===== src/rtl/fetch_pkg.sv =====
// Shared types and constants for the instruction fetch unit and its buffer.
package fetch_pkg;

    localparam int XLEN        = 32;
    localparam int INSTR_BYTES = 4;
    localparam int ENTRY_W     = 2 * XLEN;

    typedef enum logic {
        FETCH,
        DRAIN
    } fetch_state_e;

    function automatic logic [XLEN-1:0] alignPc(input logic [XLEN-1:0] pc);
        return pc & ~XLEN'(INSTR_BYTES - 1);
    endfunction

endpackage


===== src/rtl/fetch_fifo.sv =====
// Instruction buffer: small circular FIFO of {pc, instr} entries with a flush input.
module fetch_fifo
    import fetch_pkg::*;
#(
    parameter int DEPTH = 2,
    parameter int WIDTH = ENTRY_W,
    localparam int PW   = $clog2(DEPTH)
) (
    input  logic             clk,
    input  logic             rst_n,
    input  logic             flush,
    input  logic             push,
    input  logic [WIDTH-1:0] pushData,
    input  logic             pop,
    output logic [WIDTH-1:0] headData,
    output logic             notEmpty,
    output logic [PW:0]      count
);

    logic [WIDTH-1:0] mem [DEPTH];
    logic [PW:0]      wrPtr;
    logic [PW:0]      rdPtr;
    logic             doPush;
    logic             doPop;

    assign count    = wrPtr - rdPtr;
    assign notEmpty = (count != '0);
    assign doPop    = pop && notEmpty;
    assign doPush   = push && ((count != (PW+1)'(DEPTH)) || doPop);

    // Gate the head so no stale entry is ever visible on the outputs.
    assign headData = notEmpty ? mem[rdPtr[PW-1:0]] : '0;

    always_ff @(posedge clk or negedge rst_n) begin
        if (!rst_n) begin
            wrPtr <= '0;
            rdPtr <= '0;
            for (int i = 0; i < DEPTH; i++) begin
                mem[i] <= '0;
            end
        end else if (flush) begin
            wrPtr <= '0;
            rdPtr <= '0;
        end else begin
            if (doPush) begin
                mem[wrPtr[PW-1:0]] <= pushData;
                wrPtr              <= wrPtr + 1'b1;
            end
            if (doPop) begin
                rdPtr <= rdPtr + 1'b1;
            end
        end
    end

endmodule


===== src/rtl/fetch_unit.sv =====
// Instruction fetch unit: in-order fetch requests, response buffering, stale-response discard after redirect.
// Optional FETCH_MISALIGN_TRAP_EN adds FetchMisalign and halts fetching after a misaligned redirect.
module fetch_unit
    import fetch_pkg::*;
#(
    parameter logic [XLEN-1:0] RESET_PC  = 32'h0000_0000,
    parameter int              BUF_DEPTH = 2
) (
    input  logic            clk,
    input  logic            rst_n,
    output logic            ImemReq,
    output logic [XLEN-1:0] ImemAddr,
    input  logic            ImemGnt,
    input  logic            ImemRValid,
    input  logic [XLEN-1:0] ImemRData,
    input  logic            Redirect,
    input  logic [XLEN-1:0] RedirectPC,
    output logic [XLEN-1:0] Instr,
    output logic [XLEN-1:0] InstrPC,
    output logic            InstrValid,
    input  logic            InstrReady
`ifdef FETCH_MISALIGN_TRAP_EN
    ,
    output logic            FetchMisalign
`endif
);

    localparam int          CW    = $clog2(BUF_DEPTH) + 1;
    localparam logic [CW:0] LIMIT = (CW+1)'(BUF_DEPTH);

    fetch_state_e      state;
    logic [XLEN-1:0]   respPc;
    logic [CW-1:0]     inFlight;
    logic [CW-1:0]     inFlightNext;
    logic [CW-1:0]     discardCnt;
    logic [CW-1:0]     discardNext;
    logic [CW-1:0]     fifoCount;
    logic [CW-1:0]     countNext;
    logic              fire;
    logic              dropResp;
    logic              push;
    logic              pop;
    logic              haltNext;
    logic              reqNext;
    logic [XLEN-1:0]   target;
    logic [ENTRY_W-1:0] headData;

    assign fire   = ImemReq && ImemGnt;
    assign target = alignPc(RedirectPC);

    // Everything that bounds the next request is evaluated on post-edge occupancy,
    // so a request once raised stays up until it is granted.
    always_comb begin
        dropResp     = ImemRValid && (state == DRAIN);
        push         = ImemRValid && !dropResp && !Redirect;
        pop          = InstrValid && InstrReady && !Redirect;
        inFlightNext = inFlight + CW'(fire) - CW'(ImemRValid);
        countNext    = Redirect ? '0 : fifoCount + CW'(push) - CW'(pop);
        if (Redirect) begin
            discardNext = inFlightNext;
        end else if (dropResp) begin
            discardNext = discardCnt - CW'(1);
        end else begin
            discardNext = discardCnt;
        end
        reqNext = !haltNext && (({1'b0, inFlightNext} + {1'b0, countNext}) < LIMIT);
    end

    always_ff @(posedge clk or negedge rst_n) begin
        if (!rst_n) begin
            state      <= FETCH;
            ImemReq    <= 1'b0;
            ImemAddr   <= RESET_PC;
            respPc     <= RESET_PC;
            inFlight   <= '0;
            discardCnt <= '0;
        end else begin
            ImemReq    <= reqNext;
            inFlight   <= inFlightNext;
            discardCnt <= discardNext;
            state      <= (discardNext != '0) ? DRAIN : FETCH;
            if (Redirect) begin
                ImemAddr <= target;
                respPc   <= target;
            end else begin
                if (fire) begin
                    ImemAddr <= ImemAddr + XLEN'(INSTR_BYTES);
                end
                if (push) begin
                    respPc <= respPc + XLEN'(INSTR_BYTES);
                end
            end
        end
    end

`ifdef FETCH_MISALIGN_TRAP_EN
    logic halted;

    assign haltNext = Redirect ? (RedirectPC[1:0] != 2'b00) : halted;

    always_ff @(posedge clk or negedge rst_n) begin
        if (!rst_n) begin
            halted        <= 1'b0;
            FetchMisalign <= 1'b0;
        end else begin
            halted        <= haltNext;
            FetchMisalign <= Redirect && (RedirectPC[1:0] != 2'b00);
        end
    end
`else
    assign haltNext = 1'b0;
`endif

    fetch_fifo #(
        .DEPTH(BUF_DEPTH),
        .WIDTH(ENTRY_W)
    ) buffer (
        .clk      (clk),
        .rst_n    (rst_n),
        .flush    (Redirect),
        .push     (push),
        .pushData ({respPc, ImemRData}),
        .pop      (pop),
        .headData (headData),
        .notEmpty (InstrValid),
        .count    (fifoCount)
    );

    assign {InstrPC, Instr} = headData;

endmodule

===== config.mk =====
export PLATFORM = sky130hd
export DESIGN_NAME = fetch_unit
export DESIGN_NICKNAME = d
export VERILOG_FILES = /design/src/rtl/fetch_pkg.sv /design/src/rtl/fetch_fifo.sv /design/src/rtl/fetch_unit.sv
export SDC_FILE = /design/constraint.sdc
export NUM_CORES = 1
export LEC_CHECK = 0
export BUFFER_PORTS_ARGS = -buffer_cell sky130_fd_sc_hd__buf_4
export CELL_PAD_IN_SITES_DETAIL_PLACEMENT = 1
export CELL_PAD_IN_SITES_GLOBAL_PLACEMENT = 1
export CORE_MARGIN = 2
export CORE_UTILIZATION = 40
export CTS_CLUSTER_DIAMETER = 30
export DETAILED_ROUTE_END_ITERATION = 16
export PLACE_DENSITY = 0.73
export SLEW_MARGIN = 40
export SYNTH_ARGS = -nofsm -noshare
export SYNTH_HDL_FRONTEND = slang
export SYNTH_SLANG_ARGS = --single-unit
export TNS_END_PERCENT = 100

===== constraint.sdc =====
create_clock -name clk -period 4.22 [get_ports clk]
set_input_delay 0.844 -clock clk [delete_from_list [all_inputs] [get_ports clk]]
set_output_delay 0.844 -clock clk [all_outputs]
set_load 0.1 [all_outputs]

; Word-level counts from Yosys, hierarchy flattened
; Index checks and enable logic that the tools add are counted.
[totals]
register_bits = 202
latch_bits = 0
ram_bits = 0
rom_bits = 0
input_bits = 70
output_inout_bits = 98
wordCells = 67
n_memories = 0
[classes]
n_addsub = 11
n_mul = 0
n_div = 0
magnitude_cmp = 4
n_eq_ne = 1
n_shift = 0
muxes = 19
bitwise_logic = 3
n_reduce_logical = 19
[op_table]
columns = operator, count
row1 = 64-bit two-way mux, 5
row2 = 128-bit bitwise mux, 1
row3 = 32-bit two-way mux, 4
row4 = "32-bit by 3-bit adder with 32-bit output, second input constant", 2
row5 = 64-bit demux with 1-bit select, 1
row6 = 2-bit two-way mux, 7
row7 = 2-bit nonzero test, 6
row8 = 1-bit logical AND, 9
row9 = 2-bit by 1-bit adder with 2-bit output, 2
row10 = "2-bit by 1-bit adder with 2-bit output, second input constant", 2
row11 = "2-bit >= comparator, second input constant", 2
row12 = 1-bit NOT with 2-bit output, 2
row13 = 2-bit by 1-bit subtractor with 2-bit output, 2
row14 = 2-bit by 2-bit adder with 3-bit output, 1
row15 = "3-bit by 2-bit less-than comparator with 1-bit output, second input constant", 1
row16 = 1-bit zero test, 2
row17 = "2-bit by 1-bit less-than comparator with 1-bit output, second input constant", 1
row18 = "2-bit != test, second input constant", 1
row19 = 2-bit AND reduction, 1
row20 = "2-bit by 1-bit subtractor with 2-bit output, second input constant", 1
row21 = 2-bit subtractor, 1
row22 = 1-bit logical OR, 1
row23 = 1-bit two-way mux, 1
row24 = 1-bit NOT, 1

; Logic depth before layout (Yosys ltp)
; Gate-level depths: netlist (run 1).
[logic_depth]
ltp_word = 9
depth_mapped = 15
mapped_depth_nobuf = 13

; By module
; From an unflattened synthesis (run 1), not the netlist that was laid out.
[unflattened]
hier_cells = 853
area_unflattened_um2 = 10068.4
[modules_own_cells]
columns = module, instances, cells_each, area_per_inst_um2, seq_area_each_um2
row1 = fetch_fifo, 1, 444, 6204.7, 3303.2
row2 = fetch_unit, 1, 409, 3863.7, 1651.6

; Least setup slack after synthesis (run 1)
; OpenSTA, ideal clock, no wires.
[synth_timing]
path_type = input to register
from = in Redirect
to = reg ImemReq
setup_time_ps = 119
t_arrival_ps = 3703
required_time_ps = 4101
slack_ps = 398
stages = 15
path_buffers = 4
path_cell_list = clkbuf_1 > inv_1 > clkbuf_1 > clkbuf_1 > clkbuf_1 > nand2_1 > ha_1 > inv_1 > ha_1 > xnor2_1 > xnor2_1 > xnor2_1 > nand2_1 > fa_1 > and2_1
[synth_between]
elab_chain_cells = 7
word_cells_on_any_way = 8
classes_between = add/sub (3) / order compare (1) / mux (1) / reduce/logical (3)
[synth_rtl]
columns = element, line_no
row1 = from (decl), fetch_unit.sv:16  ; input logic Redirect,
row2 = 1-bit zero test, "fetch_unit.sv:55, fetch_unit.sv:56"
row3 = 1-bit logical AND, fetch_unit.sv:55  ; push = ImemRValid && !dropResp && !Redirect;
row4 = 2-bit by 1-bit adder with 2-bit output, fetch_unit.sv:58  ; countNext = Redirect ? '0 : fifoCount + CW'(push) - CW'(pop);
row5 = 2-bit by 1-bit subtractor with 2-bit output, fetch_unit.sv:58
row6 = 2-bit two-way mux (*), fetch_unit.sv:58
row7 = 2-bit by 2-bit adder with 3-bit output (*), fetch_unit.sv:66  ; reqNext = !haltNext && (({1'b0, inFlightNext} + {1'b0, countNext}) < LIMIT);
row8 = 3-bit by 2-bit less-than comparator with 1-bit output (*), fetch_unit.sv:66
row9 = net reqNext, fetch_unit.sv:44  ; logic reqNext;
row10 = to (signal assigned), fetch_unit.sv:78  ; ImemReq <= reqNext;
row11 = to (decl), fetch_unit.sv:11  ; output logic ImemReq,
; Mark *: on every way through the listed nets, which the timed path passes. The rest lies on a longest branch.
; A chain may end at the register's enable or synchronous reset.

; Final worst setup path (run 1)
[layout_timing]
from = reg buffer.wrPtr[0]
to = out InstrPC[2]
[layout_between]
elab_chain_cells = 3
[layout_rtl]
columns = element, line_no
row1 = from (decl), fetch_fifo.sv:21  ; logic [PW:0] wrPtr;
row2 = from (signal assigned), fetch_fifo.sv:47  ; wrPtr <= wrPtr + 1'b1;
row3 = 2-bit subtractor, fetch_fifo.sv:26  ; assign count = wrPtr - rdPtr;
row4 = 2-bit nonzero test, fetch_fifo.sv:27  ; assign notEmpty = (count != '0);
row5 = 64-bit two-way mux, fetch_fifo.sv:32  ; assign headData = notEmpty ? mem[rdPtr[PW-1:0]] : '0;
row6 = to (decl), fetch_unit.sv:19  ; output logic [XLEN-1:0] InstrPC,
; No other way between the ends.

==> results of run 1 <==
## logic make-up (layout without fill, tap and decap cells)
logic type | count (synthesis) | after routing | share of synthesized area [%]
simple gates | 251 | 251 | 13.6
mux | 206 | 206 | 23.1
flops | 194 | 194 | 50.1
compound gates | 83 | 83 | 6.01
buf+inv | 72 | 218 | 3.14
xor+xnor | 32 | 32 | 2.89
fa+ha+maj | 8 | 8 | 1.11
other cells | 1 | 4 | 0.0387
## registers in the layout, indices dropped and copies added, names as in the netlist
name / cells
discardCnt: 2
inFlight: 2
ImemAddr: 30
state: 1
buffer.rdPtr: 2
respPc: 30
buffer.wrPtr: 2
buffer.mem: 124
ImemReq: 1
## area by class of cell
cell class	count	area, um^2	area share (%)
timing repair buffer	173	1350	11.4
inverter	13	48.8	0.412
multi-input combinational	584	4570	38.6
sequential	194	4860	41.0
clock inverter	15	205	1.73
tap	319	399	3.37
clock buffer	17	425	3.59
## cell usage after synthesis, types with 15 or more instances
cell type and n:
a31oi_1 19, and3_1 15, clkbuf_1 31, dfrtp_1 194, mux2_1 34, mux2_2 108, mux2i_1 64, nand2_1 25
nand3_1 26, nand4_1 20, nor2_1 89, or4_1 16, xnor2_1 27
## power breakdown
group / switching (W) / internal (W) / leakage [nW]
registers: 0.000424 / 0.00251 / 2.37
logic: 0.00254 / 0.00115 / 2.44
clock network: 0.000839 / 0.000871 / 0.306
total: 0.00380 / 0.00454 / 5.12
## metrics by stage
| step | hold slack [ps] | utilization, % |
|---|---|---|
| detailed placement | 474 | 47.5 |
| floorplan | 450 | - |
| global placement | 462 | 47.5 |
| finish | 465 | 50.2 |
| CTS | 477 | 50.2 |
| global route | 501 | 50.2 |
## final timing paths
check / start / end / slack, ps / depth (start not counted)
min in group clk: buffer.mem[108] / buffer.mem[108] / 490 / 1
setup reg to reg: buffer.wrPtr[0] / ImemReq / 1180 / 13
max in group asynchronous: rst_n / buffer.mem[110] / 2870 / 2
setup / recovery: buffer.wrPtr[0] / InstrPC[2] / 740 / 6
hold / removal: rst_n / buffer.mem[90] / 470 / 1
hold reg to reg: buffer.mem[108] / buffer.mem[108] / 490 / 1
## routing by layer
| layer | part of all wire (%) | wire length [um] | global-route usage, % |
|---|---|---|---|
| met5 | 0 | 0 | 0 |
| met4 | 1.1 | 289 | 5.70 |
| met3 | 3.7 | 955 | 3.36 |
| met2 | 48 | 12200 | 32.6 |
| met1 | 47 | 12100 | 28.7 |
==> metrics.cfg, run 1 <==
[floorplanning]
placementRows = 56
top_level_ports = 168
die_w_um = 160
dieHeight_um = 160
start_util_pct = 41.0
coreArea_mm2 = 0.0236
die-area_mm2 = 0.0255

[placed_design]
port-buffer-count = 161
place_inst = 1283
pre_cts_slack_ps = 841
hpwl_um = 17600
placed_cell_area_mm2 = 0.0112
place.gp.congestion = 0.788

[routing]
vias = 7221
drt-initial-drc-count = 300
route.detailed.drc = 0
vias_per_cell = 5.49
drt-total-wl_um = 25500
final_antenna_net_count = 0
wire_per_inst_um = 19.4
drtPass1Iterations = 4

[worst_setup_path]
critical_path.slowest_cell = buf_4
worstPathArrival_ps = 2630
cpPeakStageDelay_ps = 560
crit_fanout = 63
crit_path_start_kind = register
cpMostUsedCell = buf_4
crit_family = buffers and inverters
critical_path_class = reg2out
worst-path-buf-inv = 3
crit_required_ps = 3380
path_cells = inv_1, ha_1, and2_2, buf_4, nor2_1, buf_4
endpoint_kind = output port

[final_layout]
num_antenna_cells = 0
fillers = 2525
syn2layout_area_growth_pct = 22.4
stdcell_count = 1315
final_area_mm2 = 0.0119
drive_above_1_share_pct = 32.3
mostFrequentLayoutCells = dfrtp_1, buf_4, mux2_2, nor2_1, mux2i_1
final_common_cell = dfrtp_1
nNetsFinal = 1061

[synthesis]
synth_edf_count = 0
synth_ff_type = dfrtp_1
syn_area_mm2 = 0.00969
ys_seq_elements = 194
ys_types = 53
synthCells = 847
syn_avg_cell_area_um2 = 11.4
ys_seq_area_share_pct = 50.1
async_flop_share_pct = 100
synth.top_cell.area_share_pct = 50.1
synth_area_leaders = dfrtp_1, mux2_2, mux2i_1
synth_top_area_cell = dfrtp_1
yosysWarnings = 0

[run_status]
run_status = complete, no violations

[hold_path]
hp-class = in2async

[cts]
cts_tree = yes
clockBufferDepth = 2
clk_pin_slew_ps = 80
post_cts_resize_count = 0
cts_made_buffers = 17
root_buffer = clkbuf_16
htreeDepth = 4
post_cts_buffers = 0
cts_num_sinks = 194
postCtsHoldBufs = 0
insertion_delay_ps = 450

[global_routing]
grt_pass1_wl_um = 41400
overflow = 0
grt_max_degree = 84
grt_antenna_before_repair = 0
grt_usage_pct = 20.4
grt_pass1_vias = 7412

[run]
cap_violations = 0

[pwr]
powerDensity_mw_per_mm2 = 704
total_power_w = 0.00834
p_leak_nw = 5.12
irDropWorstVdd_mv = 0.324

[timing]
worst_pin_slew_ps = 743
setup_violations = 0
rsz0062_at_grt = no
fin_crit_ps = 3480
slew_headroom_pct = 50.5
final.setup.tns_ps = 0
max_freq_ghz = 0.288
slew_viol_final = 0
finClkSkew_ps = 15.7
hold_violations = 0
layout_setup_ws_ps = 742
fin_crit_sh_pct = 82.4

Power figures use the tool's default switching activity.
==> run 2: changes to the inputs <==
==> constraint.sdc (replaced) <==
create_clock -name clk -period 3.25 [get_ports clk]
set_input_delay 0.65 -clock clk [delete_from_list [all_inputs] [get_ports clk]]
set_output_delay 0.65 -clock clk [all_outputs]
set_load 0.1 [all_outputs]
==> run 2 against run 1 <==
Non-clock buffer count rose by 6. Via count up 0.46%. Clock power rose by 25%. Die area stayed put. Total power rose by 29%. Critical path type unchanged. Critical endpoint is now InstrPC[16]. Largest power group unchanged.
==> metrics.cfg, run 2 (synthesis gave the netlist of run 1 again) <==
[run_status]
run_status = complete, no violations

[timing]
slew_headroom_pct = 50.6
final.setup.tns_ps = 0
fin_crit_sh_pct = 95.8
max_freq_ghz = 0.321
fin_crit_ps = 3110
setup_violations = 0
slew_viol_final = 0
layout_setup_ws_ps = 136
finClkSkew_ps = 13.1
hold_violations = 0
rsz0062_at_grt = no
worst_pin_slew_ps = 736

[worst_setup_path]
endpoint_kind = output port
crit_path_start_kind = register
crit_required_ps = 2600
reg2regPathDepth = 13
critical_path_class = reg2out
timing.rr.end = ImemReq
critical_path.slowest_cell = dfrtp_1
worst-path-buf-inv = 3
r2r_slack_ps = 270
worstPathArrival_ps = 2460
crit_fanout = 63
cpPeakStageDelay_ps = 450
path_cells = inv_1, ha_1, and2_2, clkbuf_8, nor2_1, buf_6
crit_family = buffers and inverters
timing.rr.start = buffer.wrPtr[0]

[global_routing]
grt_usage_pct = 20.7
overflow = 0
grt_pass1_vias = 7765
grt_antenna_before_repair = 0
grt_max_degree = 86
grt_pass1_wl_um = 42300

[cts]
insertion_delay_ps = 440
cts_num_sinks = 194
root_buffer = clkbuf_16
clockBufferDepth = 2
cts_made_buffers = 17
cts_tree = yes
clk_pin_slew_ps = 70
htreeDepth = 4

[final_layout]
syn2layout_area_growth_pct = 22.9
drive_above_1_share_pct = 32.6
largest_reg_flops = 124
final_area_mm2 = 0.0119
final_common_cell = dfrtp_1
num_antenna_cells = 0
nNetsFinal = 1067
top_regs = buffer.mem: 124 flops, ImemAddr: 30 flops, respPc: 30 flops
top_register = buffer.mem
mostFrequentLayoutCells = dfrtp_1, buf_4, mux2_2, nor2_1, mux2i_1
final_util_pct = 50.4

[routing]
drtPass1Iterations = 6
wire_per_inst_um = 19.4
vias = 7254
route.detailed.drc = 0
drt-total-wl_um = 25700
final_antenna_net_count = 0
drt-initial-drc-count = 332
vias_per_cell = 5.49

[hold_path]
hp-class = in2async

[placed_design]
pre_cts_slack_ps = 273
hpwl_um = 18000
placed_cell_area_mm2 = 0.0113
place.gp.congestion = 0.791
port-buffer-count = 161

[floorplanning]
placementRows = 56
die-area_mm2 = 0.0255
start_util_pct = 41.0
coreArea_mm2 = 0.0236
die_w_um = 160
dieHeight_um = 160
top_level_ports = 168

[pwr]
powerDensity_mw_per_mm2 = 904
irDropWorstVdd_mv = 0.437
p_leak_nw = 5.14

[run]
cap_violations = 0

## run 2: cell count changes in the layout (fill, tap and decap cells not counted), sizes merged
cell	change
clkinvlp	+1
clkbuf	+1
bufinv	-1
inv	-2
clkinv	+2
buf	+5
## run 2: final cells by class
type | instances | area (um^2)
Tap cell | 319 | 399
Fill cell | 2567 | 11700
Sequential cell | 194 | 4860
Multi-Input combinational cell | 584 | 4560
Clock inverter | 15 | 183
Timing Repair Buffer | 179 | 1430
Inverter | 13 | 48.8
Clock buffer | 17 | 425
## run 2: repair_timing
action	4_1_cts	5_1_grt
resized for setup	2	2
buffers inserted	0	0
pin swaps	0	0
cloned	0	0
endpoints found under the setup margin	26	1
hold buffers	0	0
## run 2: how the worst max path moves through the flow
| stage | startpoint | endpoint | depth (start not counted) |
|---|---|---|---|
| floorplan | Redirect | ImemReq | 15 |
| global placement | buffer.wrPtr[0] | ImemReq | 13 |
| detailed placement | buffer.wrPtr[0] | ImemReq | 13 |
| CTS | buffer.wrPtr[0] | InstrPC[16] | 6 |
| global route | buffer.wrPtr[0] | InstrPC[16] | 6 |
| finish | buffer.wrPtr[0] | InstrPC[16] | 6 |
## run 2: per-layer routing
layer | part of all wire (%) | vias up | global-route usage [%]
met1 | 47 | 3694 | 28.7
met3 | 4.5 | 21 | 3.88
li1 | - | 3349 | -
met2 | 47 | 190 | 33.6
met4 | 1.3 | 0 | 4.83
met5 | 0 | - | 0
## run 2: worst reg2reg max path, cell delays in order, from the launching register on
cell and delay [ps]:
dfrtp_1 450, inv_1 110, ha_1 350, and2_2 210, nor3_1 150, ha_1 260, inv_1 50, ha_1 150
xnor2_1 130, xnor2_1 160, xnor2_1 140, nand2_1 90, fa_1 470, and2_1 140
## run 2: through the flow
| step | std cells | power (W) | hold WS (ps) |
|---|---|---|---|
| floorplan | 850 | 0.00751 | 354 |
| global placement | 1289 | 0.00854 | 463 |
| detailed placement | 1289 | 0.00871 | 474 |
| CTS | 1321 | 0.0109 | 302 |
| global route | 1321 | 0.0113 | 317 |
| finish | 1321 | 0.0108 | 270 |
## run 2: where the power goes
part           total (W)  switching (W)  internal, W
sequential       0.00381       0.000547      0.00327
combinational    0.00482        0.00330      0.00151
clock            0.00213        0.00108      0.00105
total             0.0108        0.00493      0.00583
==> run 3: changes to the inputs <==
--- a/config.mk
+++ b/config.mk
@@ -12,8 +12,7 @@
 export CORE_UTILIZATION = 40
 export CTS_CLUSTER_DIAMETER = 30
 export DETAILED_ROUTE_END_ITERATION = 16
-export PLACE_DENSITY = 0.73
-export SLEW_MARGIN = 40
+export PLACE_DENSITY = 0.74
 export SYNTH_ARGS = -nofsm -noshare
 export SYNTH_HDL_FRONTEND = slang
 export SYNTH_SLANG_ARGS = --single-unit
==> constraint.sdc (replaced) <==
create_clock -name clk -period 2.8 [get_ports clk]
set_input_delay 0.56 -clock clk [delete_from_list [all_inputs] [get_ports clk]]
set_output_delay 0.56 -clock clk [all_outputs]
set_load 0.1 [all_outputs]
==> run 3 against run 2 <==
Largest power group unchanged. Critical path type unchanged. Sequential share of layout area down 0.33 points. Combinational power is 18% higher. Total power rose by 16%. Non-clock buffer count grew 9. Count of clock-buffer cells in the layout stayed put. First-iteration DRC count decreased by 8.7%. Wire length fell by 0.39%. Utilization grew 0.41 points. Global-route usage fell by 0.20 points.
==> metrics.cfg, run 3 (synthesis gave the netlist of run 1 again) <==
[worst_setup_path]
crit_required_ps = 2240
worstPathArrival_ps = 2190
cpMostUsedCell = buf_4
path_cells = ha_4, and2_4, buf_4, buf_12, nor2_1, buf_4
crit_family = buffers and inverters
cpPeakStageDelay_ps = 500
worst-path-buf-inv = 3
critical_path_class = reg2out
critical_path.slowest_cell = dfrtp_4
crit_fanout = 63
crit_path_start_kind = register
endpoint_kind = output port

[floorplanning]
top_level_ports = 168
start_util_pct = 41.0
die-area_mm2 = 0.0255
placementRows = 56
die_w_um = 160
coreArea_mm2 = 0.0236
dieHeight_um = 160

[pwr]
p_leak_nw = 5.18
pwr-share-seq_pct = 35.2
total_power_w = 0.0125
p_clk_share_pct = 19.3
powerDensity_mw_per_mm2 = 1040
pwr-share-comb_pct = 45.4
switching_power_w = 0.00571
irDropWorstVdd_mv = 0.438
p_int_w = 0.00682
switching_share_pct = 45.6

[placed_design]
pre_cts_slack_ps = -60.6
hpwl_um = 17800
place_inst = 1297
port-buffer-count = 161
place.gp.congestion = 0.821

[cts]
root_buffer = clkbuf_16
clk_pin_slew_ps = 80
cts_made_buffers = 17
postCtsHoldBufs = 0
cts_num_sinks = 194
clockBufferDepth = 2
htreeDepth = 4
insertion_delay_ps = 440
cts_tree = yes

[timing]
finClkSkew_ps = 12.2
fin_crit_sh_pct = 98.2
rsz0062_at_grt = yes
fin_crit_ps = 2750
holdWs_ps = 143
layout_setup_ws_ps = 50.8
hold_violations = 0
setup_violations = 0
max_freq_ghz = 0.364
final.setup.tns_ps = 0
worst_pin_slew_ps = 870
slew_viol_final = 0
slew_headroom_pct = 42.0

[final_layout]
syn2layout_area_growth_pct = 23.9
mostFrequentLayoutCells = dfrtp_1, buf_4, mux2_2, nor2_1, mux2i_1
stdcell_count = 1330
nNetsFinal = 1076
top_register = buffer.mem
top_regs = buffer.mem: 124 flops, ImemAddr: 30 flops, respPc: 30 flops
num_antenna_cells = 0
largest_reg_flops = 124
fillers = 2574
drive_above_1_share_pct = 33.9
final_common_cell = dfrtp_1

[run]
cap_violations = 0

[global_routing]
grt_pass1_vias = 7612
grt_usage_pct = 20.5
grt_pass1_wl_um = 41800
grt_antenna_before_repair = 0
grt_max_degree = 76
overflow = 0

[routing]
wire_per_inst_um = 19.2
vias_per_cell = 5.50
final_antenna_net_count = 0
vias = 7314
drt-initial-drc-count = 303
route.detailed.drc = 0
drtPass1Iterations = 4
drt-total-wl_um = 25600

[run_status]
run_status = complete, no violations

[hold_path]
hp-class = in2async

## run 3: through the flow
stage	utilization (%)	instance area [um^2]
global placement	48.0	11300
global route	50.8	12000
finish	50.8	12000
detailed placement	48.0	11300
CTS	50.6	11900
floorplan	-	9720
## run 3: final timing paths
| kind | end | from | cells after the start | slack, ps |
|---|---|---|---|---|
| worst max-delay path | Instr[25] | buffer.rdPtr[0] | 6 | 50 |
| worst min-delay path | buffer.mem[59] | rst_n | 1 | 140 |
| worst max register to register | ImemReq | buffer.rdPtr[0] | 12 | 60 |
| worst min register to register | buffer.mem[48] | buffer.mem[48] | 2 | 490 |
| max in group asynchronous | buffer.mem[67] | rst_n | 2 | 1900 |
| min in group clk | buffer.mem[77] | ImemRData[13] | 2 | 350 |
## run 3: repair_timing
item / 4_1_cts / 5_1_grt
setup buffers: 0 / 2
pin swaps: 4 / 7
resized for setup: 8 / 10
setup endpoints to repair: 64 / 2
## run 3: power groups by stage
stage	clock, W	sequential [W]	combinational, W
3_5_place_dp	0	0.00447	0.00566
3_3_place_gp	0	0.00440	0.00555
2_1_floorplan	0	0.00471	0.00401
6_report	0.00242	0.00442	0.00569
5_1_grt	0.00259	0.00457	0.00604
4_1_cts	0.00248	0.00443	0.00570
## run 3: area by class of cell
class / instances / area [um^2] / area share, %
clock inverter: 15 / 161 / 1.34
tap: 319 / 399 / 3.33
multi-input combinational: 584 / 4610 / 38.4
inverter: 13 / 48.8 / 0.407
timing repair buffer: 188 / 1500 / 12.5
clock buffer: 17 / 425 / 3.54
sequential: 194 / 4860 / 40.5
## run 3: worst reg2reg max path: cells and delay by family (launching register included)
family                     cells  cell delay, ps
xor gates and xnor gates       3             450
and+or+nand+nor                4             440
adders and majority gates      4            1180
DFF                            1             500
buffers and inverters          1              50
## run 3: per-layer routing
layer / vias up / share of wire [%] / wire length [um] / GRT usage (%)
met5: - / 0 / 0 / 0
met4: 0 / 1.1 / 293 / 5.29
met3: 23 / 3.8 / 984 / 3.65
met2: 163 / 47 / 12100 / 33.1
met1: 3739 / 48 / 12200 / 28.5
li1: 3389 / - / - / -
